[src/rtl/uart_pkg.sv]
// Shared types and constants for the configurable UART transmitter.
// Holds the transmit FSM state encoding, the parity_mode codes and the
// default frame geometry used by uart_xmit_cfg.
package uart_pkg;

   // Transmit FSM states
   typedef enum logic [2:0] {
      StIdle,
      StStart,
      StData,
      StParity,
      StStop
   } xmitState_t;

   // Encoding of the parity_mode input
   typedef enum logic [1:0] {
      ParNone = 2'b00,
      ParEven = 2'b01,
      ParOdd  = 2'b10,
      ParMark = 2'b11
   } parityMode_t;

   localparam int unsigned DEF_DATA_W = 8;
   localparam int unsigned DEF_OVS    = 16;

   // Parity bit for a frame given the mode and the XOR of all data bits
   function automatic logic parityBit(input parityMode_t mode, input logic dataXor);
      logic bitVal;
      case (mode)
         ParEven: bitVal = dataXor;
         ParOdd:  bitVal = ~dataXor;
         ParMark: bitVal = 1'b1;
         default: bitVal = 1'b0;
      endcase
      return bitVal;
   endfunction

endpackage

[src/rtl/uart_tx_fifo.sv]
// Transmit FIFO for uart_xmit_cfg. Power-of-two depth, pointers wrap
// naturally. A push while full is dropped even if a pop happens the same
// cycle, so full is judged on the registered level only.
module uart_tx_fifo #(
   parameter int unsigned WIDTH = 8,
   parameter int unsigned DEPTH = 4
) (
   input  logic                     uart_clk,
   input  logic                     sys_rst_l,
   input  logic                     push,
   input  logic [WIDTH-1:0]         pushData,
   input  logic                     pop,
   output logic [WIDTH-1:0]         popData,
   output logic                     full,
   output logic                     empty,
   output logic [$clog2(DEPTH):0]   level
);

   localparam int unsigned PW = $clog2(DEPTH);
   localparam int unsigned LW = PW + 1;

   logic [WIDTH-1:0] mem [DEPTH];
   logic [PW-1:0]    wrPtr;
   logic [PW-1:0]    rdPtr;
   logic             pushOk;
   logic             popOk;

   assign full    = (level == LW'(DEPTH));
   assign empty   = (level == '0);
   assign pushOk  = push && !full;
   assign popOk   = pop && !empty;
   assign popData = mem[rdPtr];

   // Storage write; contents need no reset since level gates every read
   always_ff @(posedge uart_clk) begin
      if (pushOk) begin
         mem[wrPtr] <= pushData;
      end
   end

   // Pointer and occupancy bookkeeping
   always_ff @(posedge uart_clk or posedge sys_rst_l) begin
      if (sys_rst_l) begin
         wrPtr <= '0;
         rdPtr <= '0;
         level <= '0;
      end else begin
         if (pushOk) begin
            wrPtr <= wrPtr + 1'b1;
         end
         if (popOk) begin
            rdPtr <= rdPtr + 1'b1;
         end
         case ({pushOk, popOk})
            2'b10:   level <= level + 1'b1;
            2'b01:   level <= level - 1'b1;
            default: level <= level;
         endcase
      end
   end

endmodule

[src/rtl/uart_xmit_cfg.sv]
// Configurable UART transmitter: FIFO-buffered, DATA_W data bits LSB first,
// optional even/odd/mark parity, one or two stop bits, OVS clocks per bit.
// Frame settings are captured when a word is popped so that config changes
// never disturb a frame in flight.
// Optional macro UART_XMIT_BREAK_EN adds break_reqH: holds the line low and
// suppresses FIFO pops while the transmitter is idle or at a frame boundary.
module uart_xmit_cfg
   import uart_pkg::*;
#(
   parameter int unsigned DATA_W     = DEF_DATA_W,
   parameter int unsigned OVS        = DEF_OVS,
   parameter int unsigned FIFO_DEPTH = 4
) (
   input  logic                          uart_clk,
   input  logic                          sys_rst_l,
   input  logic                          xmitH,
   input  logic [DATA_W-1:0]             xmit_dataH,
   input  logic [1:0]                    parity_mode,
   input  logic                          stop2H,
`ifdef UART_XMIT_BREAK_EN
   input  logic                          break_reqH,
`endif
   output logic                          uart_xmitH,
   output logic                          xmit_readyH,
   output logic                          xmit_busyH,
   output logic                          xmit_doneH,
   output logic                          xmit_ovfH,
   output logic [$clog2(FIFO_DEPTH):0]   fifo_level
);

   localparam int unsigned CW = $clog2(OVS);
   localparam int unsigned BW = $clog2(DATA_W);
   localparam logic [CW-1:0] CELL_LAST = CW'(OVS - 1);
   localparam logic [BW-1:0] BIT_LAST  = BW'(DATA_W - 1);

   xmitState_t        state;
   logic [CW-1:0]     cellCnt;
   logic [BW-1:0]     bitCnt;
   logic [DATA_W-1:0] shiftReg;
   parityMode_t       parMode;
   logic              parBitQ;
   logic              stopTwo;
   logic              stopSecond;
   logic              haveWord;

   logic              fifoPop;
   logic              fifoFull;
   logic              fifoEmpty;
   logic [DATA_W-1:0] fifoData;
   logic              cellEnd;
   logic              bitEnd;
   logic              frameEnd;
   logic              breakReq;
   parityMode_t       modeIn;
   logic              nextParBit;

`ifdef UART_XMIT_BREAK_EN
   assign breakReq = break_reqH;
`else
   assign breakReq = 1'b0;
`endif

   assign cellEnd    = (cellCnt == CELL_LAST);
   assign bitEnd     = (bitCnt == BIT_LAST);
   assign frameEnd   = (state == StStop) && cellEnd && (!stopTwo || stopSecond);
   assign modeIn     = parityMode_t'(parity_mode);
   assign nextParBit = parityBit(modeIn, ^fifoData);

   assign xmit_readyH = !fifoFull;
   assign xmit_busyH  = (state != StIdle);

   uart_tx_fifo #(
      .WIDTH (DATA_W),
      .DEPTH (FIFO_DEPTH)
   ) u_fifo (
      .uart_clk  (uart_clk),
      .sys_rst_l (sys_rst_l),
      .push      (xmitH),
      .pushData  (xmit_dataH),
      .pop       (fifoPop),
      .popData   (fifoData),
      .full      (fifoFull),
      .empty     (fifoEmpty),
      .level     (fifo_level)
   );

   // Pop when idle with nothing staged, or at the last stop cycle so frames chain
   always_comb begin
      fifoPop = 1'b0;
      if (!breakReq && !fifoEmpty) begin
         if ((state == StIdle) && !haveWord) begin
            fifoPop = 1'b1;
         end
         if (frameEnd) begin
            fifoPop = 1'b1;
         end
      end
   end

   // Transmit FSM, bit-cell counters, shifter and registered line/pulses
   always_ff @(posedge uart_clk or posedge sys_rst_l) begin
      if (sys_rst_l) begin
         state      <= StIdle;
         cellCnt    <= '0;
         bitCnt     <= '0;
         shiftReg   <= '0;
         parMode    <= ParNone;
         parBitQ    <= 1'b0;
         stopTwo    <= 1'b0;
         stopSecond <= 1'b0;
         haveWord   <= 1'b0;
         uart_xmitH <= 1'b1;
         xmit_doneH <= 1'b0;
         xmit_ovfH  <= 1'b0;
      end else begin
         xmit_doneH <= 1'b0;
         // Overflow looks only at the pre-edge level: a same-cycle pop does not help
         xmit_ovfH  <= xmitH && fifoFull;
         if (state != StIdle) begin
            cellCnt <= cellEnd ? '0 : cellCnt + 1'b1;
         end
         case (state)
            StIdle: begin
               if (breakReq) begin
                  uart_xmitH <= 1'b0;
               end else if (haveWord) begin
                  haveWord   <= 1'b0;
                  state      <= StStart;
                  uart_xmitH <= 1'b0;
                  cellCnt    <= '0;
               end else begin
                  uart_xmitH <= 1'b1;
                  if (fifoPop) begin
                     haveWord <= 1'b1;
                     shiftReg <= fifoData;
                     parMode  <= modeIn;
                     parBitQ  <= nextParBit;
                     stopTwo  <= stop2H;
                  end
               end
            end
            StStart: begin
               if (cellEnd) begin
                  state      <= StData;
                  uart_xmitH <= shiftReg[0];
                  shiftReg   <= shiftReg >> 1;
                  bitCnt     <= '0;
               end
            end
            StData: begin
               if (cellEnd) begin
                  if (!bitEnd) begin
                     uart_xmitH <= shiftReg[0];
                     shiftReg   <= shiftReg >> 1;
                     bitCnt     <= bitCnt + 1'b1;
                  end else if (parMode != ParNone) begin
                     state      <= StParity;
                     uart_xmitH <= parBitQ;
                  end else begin
                     state      <= StStop;
                     uart_xmitH <= 1'b1;
                     stopSecond <= 1'b0;
                  end
               end
            end
            StParity: begin
               if (cellEnd) begin
                  state      <= StStop;
                  uart_xmitH <= 1'b1;
                  stopSecond <= 1'b0;
               end
            end
            StStop: begin
               if (cellEnd) begin
                  if (stopTwo && !stopSecond) begin
                     stopSecond <= 1'b1;
                  end else begin
                     xmit_doneH <= 1'b1;
                     if (fifoPop) begin
                        // Chain straight into the next start bit, no idle cell
                        state      <= StStart;
                        uart_xmitH <= 1'b0;
                        shiftReg   <= fifoData;
                        parMode    <= modeIn;
                        parBitQ    <= nextParBit;
                        stopTwo    <= stop2H;
                     end else begin
                        state      <= StIdle;
                        uart_xmitH <= !breakReq;
                     end
                  end
               end
            end
            default: begin
               state      <= StIdle;
               uart_xmitH <= 1'b1;
            end
         endcase
      end
   end

endmodule

[config.mk]
export PLATFORM = sky130hd
export DESIGN_NAME = uart_xmit_cfg
export DESIGN_NICKNAME = d
export VERILOG_FILES = /design/src/rtl/uart_pkg.sv /design/src/rtl/uart_tx_fifo.sv /design/src/rtl/uart_xmit_cfg.sv
export SDC_FILE = /design/constraint.sdc
export NUM_CORES = 1
export LEC_CHECK = 0
export ABC_AREA = 0
export BUFFER_PORTS_ARGS = -buffer_cell sky130_fd_sc_hd__buf_2
export CAP_MARGIN = 15
export CORE_ASPECT_RATIO = 0.7
export CORE_MARGIN = 1.5
export CORE_UTILIZATION = 45
export DETAILED_ROUTE_END_ITERATION = 6
export PLACE_DENSITY_LB_ADDON = 0.05
export SETUP_SLACK_MARGIN = 0.2
export SLEW_MARGIN = 10
export SYNTH_ARGS = -nofsm -noshare
export SYNTH_HDL_FRONTEND = slang
export SYNTH_SLANG_ARGS = --single-unit
[constraint.sdc]
create_clock -name uart_clk -period 6.15 [get_ports uart_clk]
set_input_delay 0.9225 -clock uart_clk [delete_from_list [all_inputs] [get_ports uart_clk]]
set_output_delay 0.9225 -clock uart_clk [all_outputs]
set_load 0.01 [all_outputs]
==> impl_metrics.csv <==
group,metric,value,unit
run_status,status,"finished clean",
grt,antenna_found_initial,0,
cts,clock_latency,340,ps
power,clock_power_share,22.6,%
cells_and_area,ratio_of_cells_with_drive_above_1_in_the_final_layout,21.2,%
power,share_comb_of_total_power,38.6,%
power,cell_internal_pwr,0.00124,W
cells_and_area,total_area_of_multi_input_combinational_cells,1110,µm²
cts,root_buffer,"clkbuf_8",
worst_setup_path,worstPathArrival,3330,ps
sta,setup-tns-final,0,ps
cells_and_area,layout.filler_cells,547,
route,vias,1878,
sta,timing.final.crit_share,50.5,%
route,m1WireLength,2930,µm
logic_synthesis,dominantRegCellSynth,"dfrtp_1",
run,maxCapViolations,0,
logic_synthesis,synth_async_sr_flop_share,51.5,%
route,drcViolationCount,0,
cts,cts.repair.resized,0,
sta,clock.fmax,0.322,GHz
worst_setup_path,critical_path_class,"reg2reg",
route,wl_met2,2250,µm
cells_and_area,sequential_cell_area,1810,µm²
worst_setup_path,worst_r2r_endpoint,"u_fifo.level[1]$_DFFE_PP0P_",
sta,rsz_0062_raised_after_global_routing,"false",
worst_setup_path,worst_r2r_path_depth,9,
worst_setup_path,critPathCaptureType,"flop",
hold_path,worst_hold_path.num_cells,2,
sta,fin_crit,3100,ps
power,leakage,1.40,nW
sta,finalSetupViolCount,0,
cells_and_area,area_growth,14.1,%
die,die_height,71.3,µm
power,netSwitchingPower,0.000695,W
cells_and_area,fin_util,54.1,%
logic_synthesis,netlist_area,3000,µm²
power,vdd_ir_max,0.000233,V
sta,max_transition_viols_final,0,
grt,grt_util_all_layers,17.6,%
worst_setup_path,setup.reg_to_reg.worst_slack,3050,ps
worst_setup_path,worst_ep_required_time,6380,ps
worst_setup_path,startpoint,"cellCnt[0]$_DFF_PP0_",
logic_synthesis,synthCells,231,
cts,clk_pin_slew,80,ps
power,post-layout-total-power,0.00193,W
route,wirelength,5530,µm
place,placement.io_buffers,21,
grt,first_global_vias,1835,
power,pwr_density_cell,564,nW/µm²
sta,hold_violations,0,
sta,fin_worst_hold_slack,476,ps
route,wl_met3,295,µm
logic_synthesis,sequential_fraction_of_the_synthesis_area,60.4,%
sta,worst_slew_margin_rel,52.4,%
cts,cts_inserted_buffers,9,
worst_setup_path,worstSetupStartpointType,"flop",
route,final_antenna_net_count,0,
hold_path,hold_class,"reg2reg",
cts,cts.path.max_buffers,2,
cts,cts_max_level,3,
place,post-dp-hpwl,3880,µm
route,drt_first_iter_violations,182,
worst_setup_path,worst_r2r_startpoint,"cellCnt[0]$_DFF_PP0_",
die,io_pins,22,
die,start_util,47.4,%
worst_setup_path,timing.critical_path.fanout_max,15,
grt,grt_overflow_total,0,
route,post_dr_vias_cell,5.35,
cts,post_cts_hold_buffer_count,0,
place,finalWeightedCongestion,0.837,
cts,cts_tree,"built",
die,die_x,101,µm
grt,pin_count_of_the_biggest_net_entering_global_routing,35,
logic_synthesis,synth-edff-count,32,
power,switching_share,36.0,%
sta,worst_clock_skew,8.07,ps
die,dieArea,7180,µm²
logic_synthesis,synth-warning-count,0,
sta,max_slew.worst_pin.slew,715,ps
power,power_frac_seq,38.8,%
die,num_rows,24,
logic_synthesis,synth.distinct_cells,44,
cells_and_area,finalNetCount,278,
grt,first_pass_grt_wire_length,9380,µm
cts,post-cts-setup-buffers,0,
worst_setup_path,critPathCapture,"u_fifo.level[1]$_DFFE_PP0P_",
die,core_area,6340,µm²
route,drt_pass1_iterations,6,
cts,clock_sink_count,66,
route,top_signal_layer_used,"met4",
route,route.detailed.wl_per_inst,15.7,µm
cells_and_area,insertedDiodeCount,0,
logic_synthesis,synth-seq-cells,66,
logic_synthesis,net_count_of_the_mapped_netlist,254,
logic_synthesis,synth.avg_cell_area,13.0,µm²
[logic make-up after synthesis]
kind of cell	synth area share (%)
xor gates and xnor gates	3.79
and+or+nand+nor	11.5
muxes	6.75
DFF	60.4
buffers and inverters	2.63
AOI/OAI and AO/OA	11.0
adders and majority gates	4.00
[power groups by stage]
stage               registers [W]  logic, W  clock network [W]
floorplan                0.000695  0.000649                  0
global placement         0.000760  0.000752                  0
detailed placement       0.000761  0.000752                  0
CTS                      0.000752  0.000755           0.000447
global route             0.000776  0.000843           0.000467
finish                   0.000750  0.000747           0.000436
[worst min-delay path by stage]
stage / from / end / slack [ps]
final: stopTwo$_DFFE_PP0P_ / stopTwo$_DFFE_PP0P_ / 480
after floorplan: stopTwo$_DFFE_PP0P_ / stopTwo$_DFFE_PP0P_ / 440
after detailed placement: stopTwo$_DFFE_PP0P_ / stopTwo$_DFFE_PP0P_ / 470
after CTS: stopTwo$_DFFE_PP0P_ / stopTwo$_DFFE_PP0P_ / 480
after global placement: stopTwo$_DFFE_PP0P_ / stopTwo$_DFFE_PP0P_ / 450
after global routing: parMode[0]$_DFFE_PP0P_ / parMode[0]$_DFFE_PP0P_ / 510
[layout make-up]
class                      count  area share, %
multi-input combinational    150           32.4
sequential                    66           52.9
clock buffer                   9           3.61
inverter                       6           1.02
clock inverter                 7           3.43
timing repair buffer          22           3.29
tap                           91           3.32
[routing by layer]
| metal | vias to the layer above | GRT usage (%) |
|---|---|---|
| li1 | 901 | - |
| met3 | 7 | 5.37 |
| met5 | - | 0 |
| met1 | 923 | 27.9 |
| met4 | 0 | 5.16 |
| met2 | 47 | 22.8 |
[sequential cells by signal, summed over array words and instances, names as in the netlist]
signal	flops
parMode	2
u_fifo.mem	32
state	3
u_fifo.level	3
bitCnt	3
u_fifo.rdPtr	2
u_fifo.wrPtr	2
cellCnt	4
stopSecond	1
uart_xmitH	1
haveWord	1
stopTwo	1
shiftReg	8
xmit_doneH	1
parBitQ	1
xmit_ovfH	1
[critical path, stage by stage, from the launching register on]
cell and delay, ps:
dfrtp_1 400, ha_1 280, nand3_4 160, nor2_4 160, a21oi_1 70, or4_1 840
clkinv_8 170, ha_1 210, fa_1 430, mux2_2 270
[Yosys cell counts, drive strengths merged, types with 3 or more instances]
library cell   n  area (µm²)
mux4           8         180
xnor2         11        96.3
edfxtp        32         961
buf            4        25.0
a2bb2oi        7        61.3
inv            5        18.8
clkbuf         5        18.8
nand2b         5        31.3
nor2b          3        18.8
o21ai         13        65.1
o22ai         10        62.6
ha             8         100
a21o           3        22.5
a21oi          6        30.0
and3           5        31.3
nor3           3        15.0
nand2         29         109
dfrtp         33         826
nor2          14        60.1
[layout by cell type, fill, tap and decap left out, types with 2 or more instances in the layout]
cell       instances
a31oi_1            2
dfrtp_1           33
clkbuf_8           9
bufinv_16          3
nor2b_1            3
xor2_1             2
o21ai_0           12
a21o_1             3
mux2_2             2
clkinv_2           2
mux4_2             8
nor3_1             3
edfxtp_1          32
a2bb2oi_1          7
and3_1             5
inv_1              5
or3b_2             2
buf_2             21
or3_1              2
ha_1               8
nand2_1           29
a21oi_1            6
nor2_1            13
clkinv_4           2
o21a_1             2
o22ai_1           10
xnor2_1           11
nand2b_1           5
[per-stage QoR]
stage | setup slack (ps) | cell area (µm²) | cells
after floorplan | 3540 | 3000 | 231
after global placement | 3120 | 3190 | 335
after detailed placement | 3050 | 3190 | 335
after CTS | 3030 | 3430 | 351
after global routing | 2860 | 3430 | 351
final | 3050 | 3430 | 351
(Power assumes the default switching activity.)
